**src/rtl/tc_pu_drain.sv**
```systemverilog
// rtl/tc_pu_drain.sv - PU accumulator drain: 2-entry vector FIFO, requantize, serialize one element per beat
module tc_pu_drain #(
    parameter int N_UNIT  = 4,
    parameter int DW_ADD  = 32,
    parameter int DW_OUT  = 8,
    parameter int SHIFT_W = 5
) (
    input  logic                     clk,
    input  logic                     reset,
    input  logic [N_UNIT*DW_ADD-1:0] acc_in,
    input  logic                     acc_done,
    input  logic [SHIFT_W-1:0]       shift,
    input  logic                     relu_en,
    output logic [DW_OUT-1:0]        out_data,
    output logic                     out_valid,
    input  logic                     out_ready,
    output logic                     out_last,
    output logic                     busy,
    output logic                     drop,
    input  logic                     drop_clr
);

    localparam int IW = (N_UNIT > 1) ? $clog2(N_UNIT) : 1;
    localparam logic [IW-1:0] LAST_IDX = IW'(N_UNIT - 1);
    localparam logic signed [DW_ADD:0] OMAX = (DW_ADD+1)'((1 << (DW_OUT - 1)) - 1);
    localparam logic signed [DW_ADD:0] OMIN = -OMAX - 1;

    typedef enum logic {S_EMPTY, S_DRAIN} state_t;

    state_t                    state, state_nx;
    logic [N_UNIT*DW_ADD-1:0]  head_acc, head_acc_nx, tail_acc, tail_acc_nx;
    logic [SHIFT_W-1:0]        head_sh, head_sh_nx, tail_sh, tail_sh_nx;
    logic                      head_relu, head_relu_nx, tail_relu, tail_relu_nx;
    logic [1:0]                cnt, cnt_nx, cnt_after;
    logic [IW-1:0]             idx, idx_nx;
    logic [DW_OUT-1:0]         data_nx;
    logic                      beat, pop, push, drop_set;

    // Round-half-up, arithmetic shift, optional ReLU, then saturate to DW_OUT.
    function automatic logic [DW_OUT-1:0] requant(input logic [DW_ADD-1:0] x,
                                                  input logic [SHIFT_W-1:0] sh,
                                                  input logic relu);
        logic signed [DW_ADD:0] s;
        logic signed [DW_ADD:0] r;
        s = {x[DW_ADD-1], x};
        if (sh != '0)
            s = s + ((DW_ADD+1)'(1) << (sh - SHIFT_W'(1)));
        r = s >>> sh;
        if (relu && r[DW_ADD])
            r = '0;
        if (r > OMAX)
            r = OMAX;
        else if (r < OMIN)
            r = OMIN;
        return r[DW_OUT-1:0];
    endfunction

    assign busy      = (state == S_DRAIN);
    assign out_valid = busy;
    assign out_last  = busy & (idx == LAST_IDX);

    always_comb begin
        head_acc_nx  = head_acc;
        head_sh_nx   = head_sh;
        head_relu_nx = head_relu;
        tail_acc_nx  = tail_acc;
        tail_sh_nx   = tail_sh;
        tail_relu_nx = tail_relu;
        state_nx     = state;

        beat      = out_valid & out_ready;
        pop       = beat & (idx == LAST_IDX);
        cnt_after = cnt - {1'b0, pop};
        push      = acc_done & (cnt_after != 2'd2);
        drop_set  = acc_done & (cnt_after == 2'd2);

        if (pop) begin
            head_acc_nx  = tail_acc;
            head_sh_nx   = tail_sh;
            head_relu_nx = tail_relu;
        end
        // A push lands in whichever slot is free after this cycle's pop.
        if (push) begin
            if (cnt_after == 2'd0) begin
                head_acc_nx  = acc_in;
                head_sh_nx   = shift;
                head_relu_nx = relu_en;
            end else begin
                tail_acc_nx  = acc_in;
                tail_sh_nx   = shift;
                tail_relu_nx = relu_en;
            end
        end
        cnt_nx = cnt_after + {1'b0, push};

        if (beat)
            idx_nx = (idx == LAST_IDX) ? '0 : idx + IW'(1);
        else
            idx_nx = idx;

        case (state)
            S_EMPTY: if (acc_done) state_nx = S_DRAIN;
            S_DRAIN: if (pop && cnt == 2'd1 && !acc_done) state_nx = S_EMPTY;
            default: state_nx = S_EMPTY;
        endcase

        // out_data is registered with the element that will be presented next cycle.
        if (cnt_nx != 2'd0)
            data_nx = requant(head_acc_nx[DW_ADD*idx_nx +: DW_ADD], head_sh_nx, head_relu_nx);
        else
            data_nx = '0;
    end

    always_ff @(posedge clk or negedge reset) begin
        if (!reset) begin
            state     <= S_EMPTY;
            head_acc  <= '0;
            head_sh   <= '0;
            head_relu <= 1'b0;
            tail_acc  <= '0;
            tail_sh   <= '0;
            tail_relu <= 1'b0;
            cnt       <= 2'd0;
            idx       <= '0;
            out_data  <= '0;
            drop      <= 1'b0;
        end else begin
            state     <= state_nx;
            head_acc  <= head_acc_nx;
            head_sh   <= head_sh_nx;
            head_relu <= head_relu_nx;
            tail_acc  <= tail_acc_nx;
            tail_sh   <= tail_sh_nx;
            tail_relu <= tail_relu_nx;
            cnt       <= cnt_nx;
            idx       <= idx_nx;
            out_data  <= data_nx;
            if (drop_set)
                drop <= 1'b1;
            else if (drop_clr)
                drop <= 1'b0;
        end
    end

endmodule

```
**config.mk**
```make
export PLATFORM = sky130hd
export DESIGN_NAME = tc_pu_drain
export DESIGN_NICKNAME = d
export VERILOG_FILES = /design/src/rtl/tc_pu_drain.sv
export SDC_FILE = /design/constraint.sdc
export NUM_CORES = 1
export LEC_CHECK = 0
export ABC_AREA = 1
export ABC_CLOCK_PERIOD_IN_PS = 5900
export BUFFER_PORTS_ARGS = -buffer_cell sky130_fd_sc_hd__buf_4
export CORE_MARGIN = 2
export CORE_UTILIZATION = 56
export DETAILED_ROUTE_END_ITERATION = 8
export PLACE_DENSITY = 0.82
export SLEW_MARGIN = 20
export SYNTH_ARGS = -nofsm -noshare
export SYNTH_HDL_FRONTEND = slang
export SYNTH_SLANG_ARGS = --single-unit
```
**constraint.sdc**
```tcl
create_clock -name clk -period 5.9 [get_ports clk]
set_input_delay 1.18 -clock clk [delete_from_list [all_inputs] [get_ports clk]]
set_output_delay 1.18 -clock clk [all_outputs]
set_load 0.02 [all_outputs]
```
# Word-level counts from Yosys, hierarchy flattened

Index checks and enable logic that the tools add are counted.
Widths: inputs -> output; s select.

Logic and storage cells: 64
Register bits after elaboration: 282
Output and inout bits: 12

Mux-type cells: 23
Bitwise gates (word level): 7
Add/subtract/negate cells: 5
Shift-type cells: 3
Equal/unequal tests: 4
Reduce and logical (&&, ||, !) cells: 9
Magnitude comparators: 2

Operators by type and width:

| cell                 | number |
|---|---|
| $mux 128             | 3 |
| $mux 33              | 4 |
| $shiftx 128x8->32    | 1 |
| $add 32x33->33       | 1 |
| $gt 33x8->1 const B  | 1 |
| $lt 33x8->1 const B  | 1 |
| $shl 1x5->33 const A | 1 |
| $sshr 33x5->33       | 1 |
| $mux 8               | 3 |
| $mux 5               | 3 |
| $mux 1               | 7 |
| $and 1x1->1          | 5 |
| $reduce_bool 5->1    | 1 |
| $sub 5x1->5 const B  | 1 |
| $eq 2x2->1 const B   | 2 |
| $mux 2               | 2 |
| $reduce_bool 2->1    | 2 |
| $logic_and 1x1->1    | 3 |
| $add 2x1->2          | 1 |
| $add 2x1->2 const B  | 1 |
| $eq 2x1->1 const B   | 1 |
| $logic_not 2->1      | 1 |
| $ne 2x2->1 const B   | 1 |
| $not 1->1            | 2 |
| other kinds (4)      | 4 |

# Depth between registers and ports, before layout

Word-level depth: 19
Mapped depth: 50

# Least setup slack after synthesis

Ideal clock, no wire load.

Path kind: input -> register
From: input out_ready
To: register out_data[0]
Path slack: -926 ps
Arrival: 6686 ps
Cell stages on the path: 45
Required time: 5760 ps
Cell sequence: nand2_2 nor2_4 buf_2 buf_2 clkbuf_1 clkbuf_1 ha_1 nand3_4 buf_6 buf_2 buf_4 buf_2 buf_2 o21ai_0 o21ai_0 nor2_1 o22ai_1 ha_1 [... 9 more ...] nand2_1 nand2_1 nand3_1 nand2_1 inv_2 nor2_1 inv_2 buf_2 nand3_1 nand2_1 nand2_1 nand2_1 nor2_1 nand2_1 nor2_1 nand2_1 nand2_2 a21oi_1

Elaborated cells between the ends (all ways): 34
Those cells by class: add/sub: 4; order compare: 2; eq/ne: 1; shift: 3; mux: 17; bitwise: 3; reduce/logical: 4

RTL lines:

| item                                                 | line   | RTL |
|---|---|---|
| from (decl)                                          | 16     | `input logic out_ready,` |
| $and 1x1->1 *                                        | 71     | `beat = out_valid & out_ready;` |
| $and 1x1->1 *                                        | 72     | `pop = beat & (idx == LAST_IDX);` |
| $sub 2x1->2                                          | 73     | `cnt_after = cnt - {1'b0, pop};` |
| $ne 2x2->1 / $logic_not 2->1 (equally long branches) | 74, 84 |  |
| $and 1x1->1 / $mux 128 (equally long branches)       | 74, 84 |  |
| $mux 128 *                                           | 83     | `if (push) begin` |
| net head_acc_nx[32]                                  | 31     | `logic [N_UNIT*DW_ADD-1:0] head_acc, head_acc_nx, tail_acc, tail_acc_nx;` |
| $shiftx 128x8->32 *                                  | 109    | `data_nx = requant(head_acc_nx[DW_ADD*idx_nx +: DW_ADD], head_sh_nx, head_relu_nx);` |
| [... 4 more ...]                                     | --     |  |
| $logic_and 1x1->1                                    | 49     | `if (relu && r[DW_ADD])` |
| $mux 33 *                                            | 49     |  |
| $mux 33 *                                            | 108    | `if (cnt_nx != 2'd0)` |
| $lt 33x8->1                                          | 53     | `else if (r < OMIN)` |
| $mux 8                                               | 53     |  |
| $mux 8 *                                             | 51     | `if (r > OMAX)` |
| $mux 8 *                                             | 108    |  |
| net data_nx[0]                                       | 36     | `logic [DW_OUT-1:0] data_nx;` |
| to (signal assigned)                                 | 137    | `out_data <= data_nx;` |
| to (decl)                                            | 14     | `output logic [DW_OUT-1:0] out_data,` |

Mark *: on every way through the listed nets, which the timed path passes. The rest lies on a longest branch. The select of a mux whose other input is x is not followed.
A chain may end at the register's enable or synchronous reset.

# Worst setup path after layout

From: input out_ready
To: register out_data[1]

Longest elaborated chain between the ends: 19
Elaborated cells between the ends (all ways): 34
Those cells by class: add/sub: 4; order compare: 2; eq/ne: 1; shift: 3; mux: 17; bitwise: 3; reduce/logical: 4

RTL lines:

| item                                                    | line |
|---|---|
| $and 1x1->1 *                                           | 71 |
| branches (longest 17 deep; another with $add 32x33->33) | -- |
| $mux 8 *                                                | 108 |
| net data_nx[1]                                          | 36 |

Mark *: on every way through the listed nets, which the timed path passes. The select of a mux whose other input is x is not followed.

==> impl_metrics.ini <==
[sta]
report.final.hold_viol_count = 0
drv_slew = 0
period_share = 0.9405
worstMarginPinSlew_ns = 0.9868
skew_ns = 0.01427
period_needed_ns = 5.549
maxSlewHeadroom = 0.3421
max_freq_mhz = 180.2
setup_viol = 0
setup_ws_ns = 0.3508

[worst_setup_path]
critPathTopFamily = simple AND/OR/NAND/NOR gates
path_buf_inv = 9
setup.worst_path.start_class = input port
required_ns = 6.41
cp_max_fo = 8
cp-end-kind = flip-flop
critical_path_class = in2reg
r2r_start = idx[0]
cp_common_cell = nand2_1
reg2reg_slack_ns = 0.41
r2r_cells = 42
worst_r2r_endpoint = out_data[1]
slowest_delay_ns = 0.37
crit_arrival_ns = 6.05
cpMaxStageDelayCell = fa_2

[clock_tree]
clock-sinks = 282
cts_buffer_depth = 3
cts-buffers-inserted = 31
h-tree-depth = 1
clk_pin_slew_ns = 0.06
root_buffer = clkbuf_16
cts_tree = done
insertion_delay_ns = 0.58
cts_hold_buf = 0

[floorplan]
dieArea_um2 = 35790
die_x_um = 189.2
io_pins = 151
core-area_um2 = 33620
row_count = 67
fp.dieH_um = 189.2
initial_utilization = 0.5713

[synth]
synthTopCellsByArea = dfrtp_1 (37%), nand2_1 (19%), nand3_1 (11%)
synth_area_um2 = 19200
yosysUniqueCellTypes = 42
ys_seq_elements = 282
synthFlopType = dfrtp_1
synth_most_common_cell = nand2_1
synth.avg_cell_area_um2 = 6.645
synth_nets = 3064
synth_common_cells = nand2_1 (995), nand3_1 (426), inv_1 (326), dfrtp_1 (282), nor2_1 (203)
ys_warn_count = 0
ys_async_sr_fraction = 1.000
synth_top_area_cell = dfrtp_1
seq_area_frac_synth = 0.3675
synth_top_cell_area_share = 0.3675
synth_cells = 2890
synth_edf_count = 0

[grt]
antenna_found_initial = 0
grt_pass1_vias = 20170
grt_start_max_net_pins = 222
grt.total_usage = 0.3692
overflow = 0
grt_pass1_wl_um = 105800

[drt]
vias_per_cell = 5.683
ant_nets = 0
drcViolationCount = 0
wire_per_inst_um = 18.26
first_pass_iters = 7
drt_wl_total_um = 66490
num_vias = 20700
dr.first_iter.drc_count = 2185

[worst_hold_path]
hold_path_end = tail_acc[44]
hold_depth = 2
hold_path.class = reg2reg
min_from = tail_acc[44]

[placed_design]
gp_congestion = 1.070
place_ws_ns = -0.1783
post-dp-hpwl_um = 48440
io_buffers = 150

[cells_and_area]
finalNetCount = 3346
diodes = 0
regArea_um2 = 7058
synthToLayoutAreaGrowth_pct = 23.20
fillers = 2757
drive_above_1_share = 0.1835
multiInputGateArea_um2 = 10420

[outcome]
status = finished clean

[flow_run]
max_cap_viol_count = 0
## worst reg2reg max path: cells and delay by family, from the launching register on
family                   cells  cell delay (ns)
flip-flops                   1             0.46
AO/OA/AOI/OAI                4             0.67
AND/OR/NAND/NOR             25             2.26
adder cells (fa/ha/maj)      4             1.04
buffers and inverters        9             0.99
## repair_timing
action | CTS | global route
resized for setup | 0 | 50
hold endpoints to repair | 0 | 0
setup buffers | 0 | 2
setup endpoints to repair | 0 | 7
## how the worst max path moves through the flow
stage                   start          end  slack [ns]  cells past startpoint
finish              out_ready  out_data[1]        0.35                     42
global route        out_ready  out_data[6]       -0.01                     43
floorplan           out_ready  out_data[1]       -0.04                     45
detailed placement  out_ready  out_data[6]       -0.18                     38
CTS                    idx[0]  out_data[6]        0.25                     36
global placement    out_ready  out_data[1]       -0.13                     34
## cell usage in the layout, fill, tap and decap left out, types with 5 or more instances in the layout
master	count
xnor2_1	5
o21ai_1	20
nor2_2	7
and2_1	13
dfrtp_1	281
buf_4	382
buf_12	17
o21ai_4	5
nand3b_1	18
o211ai_1	84
clkbuf_8	9
or2_2	7
nand3_1	414
clkbuf_16	32
nand4_1	6
nand3_2	11
inv_2	10
o22ai_1	18
mux2_2	47
nand2_1	983
o21ai_0	105
a21oi_1	80
inv_1	322
nor2_1	197
clkinv_2	6
xor2_1	9
a31oi_1	8
nand2_2	11
ha_1	30
## cells by family (layout without fill, tap and decap cells)
family,after synthesis,count (layout),share of synthesized area
AOI/OAI and AO/OA,334,334,0.1026
xor gates and xnor gates,14,14,0.006385
adders and majority gates,35,35,0.02320
buffers and inverters,495,798,0.1058
DFF,282,282,0.3675
muxes,47,47,0.02756
and+or+nand+nor,1683,1684,0.3670
## routing by layer
metal | vias to the layer above | track usage | wire length, um
li1 | 9834 | - | -
met1 | 9652 | 0.4928 | 27400
met2 | 1046 | 0.6107 | 30930
met3 | 167 | 0.04652 | 5356
met4 | 0 | 0.1496 | 2809
met5 | - | 0 | 0
## layout make-up
type                            instances  share of cell area
Clock buffer                           43             0.03850
Clock inverter                         12            0.005712
Inverter                              339             0.05458
Multi-Input combinational cell       2114              0.4403
Sequential cell                       282              0.2983
Tap cell                              448             0.02369
Timing Repair Buffer                  404              0.1389
## sequential cells by signal (all words and copies together), names as in the netlist
register	flops
cnt	2
out_data	8
drop	1
busy	1
tail_acc	128
head_acc	128
tail_sh	5
idx	2
head_sh	5
head_relu	1
tail_relu	1
## through the flow
step	hold WS [ns]	instance area [um2]	utilization	instances	TNS (ns)
floorplan	0.4530	19370	-	2890	-0.1398
finish	0.4890	23660	0.7038	3642	0
CTS	0.4874	23410	0.6964	3638	0
global route	0.5161	23660	0.7038	3642	-0.01787
global placement	0.4669	22370	0.6653	3583	-0.7384
detailed placement	0.4729	22370	0.6653	3583	-1.081
Power is left out: the tool's default activity adds up to more than one toggle a clock period on the data nets, which glitch-free logic cannot reach.
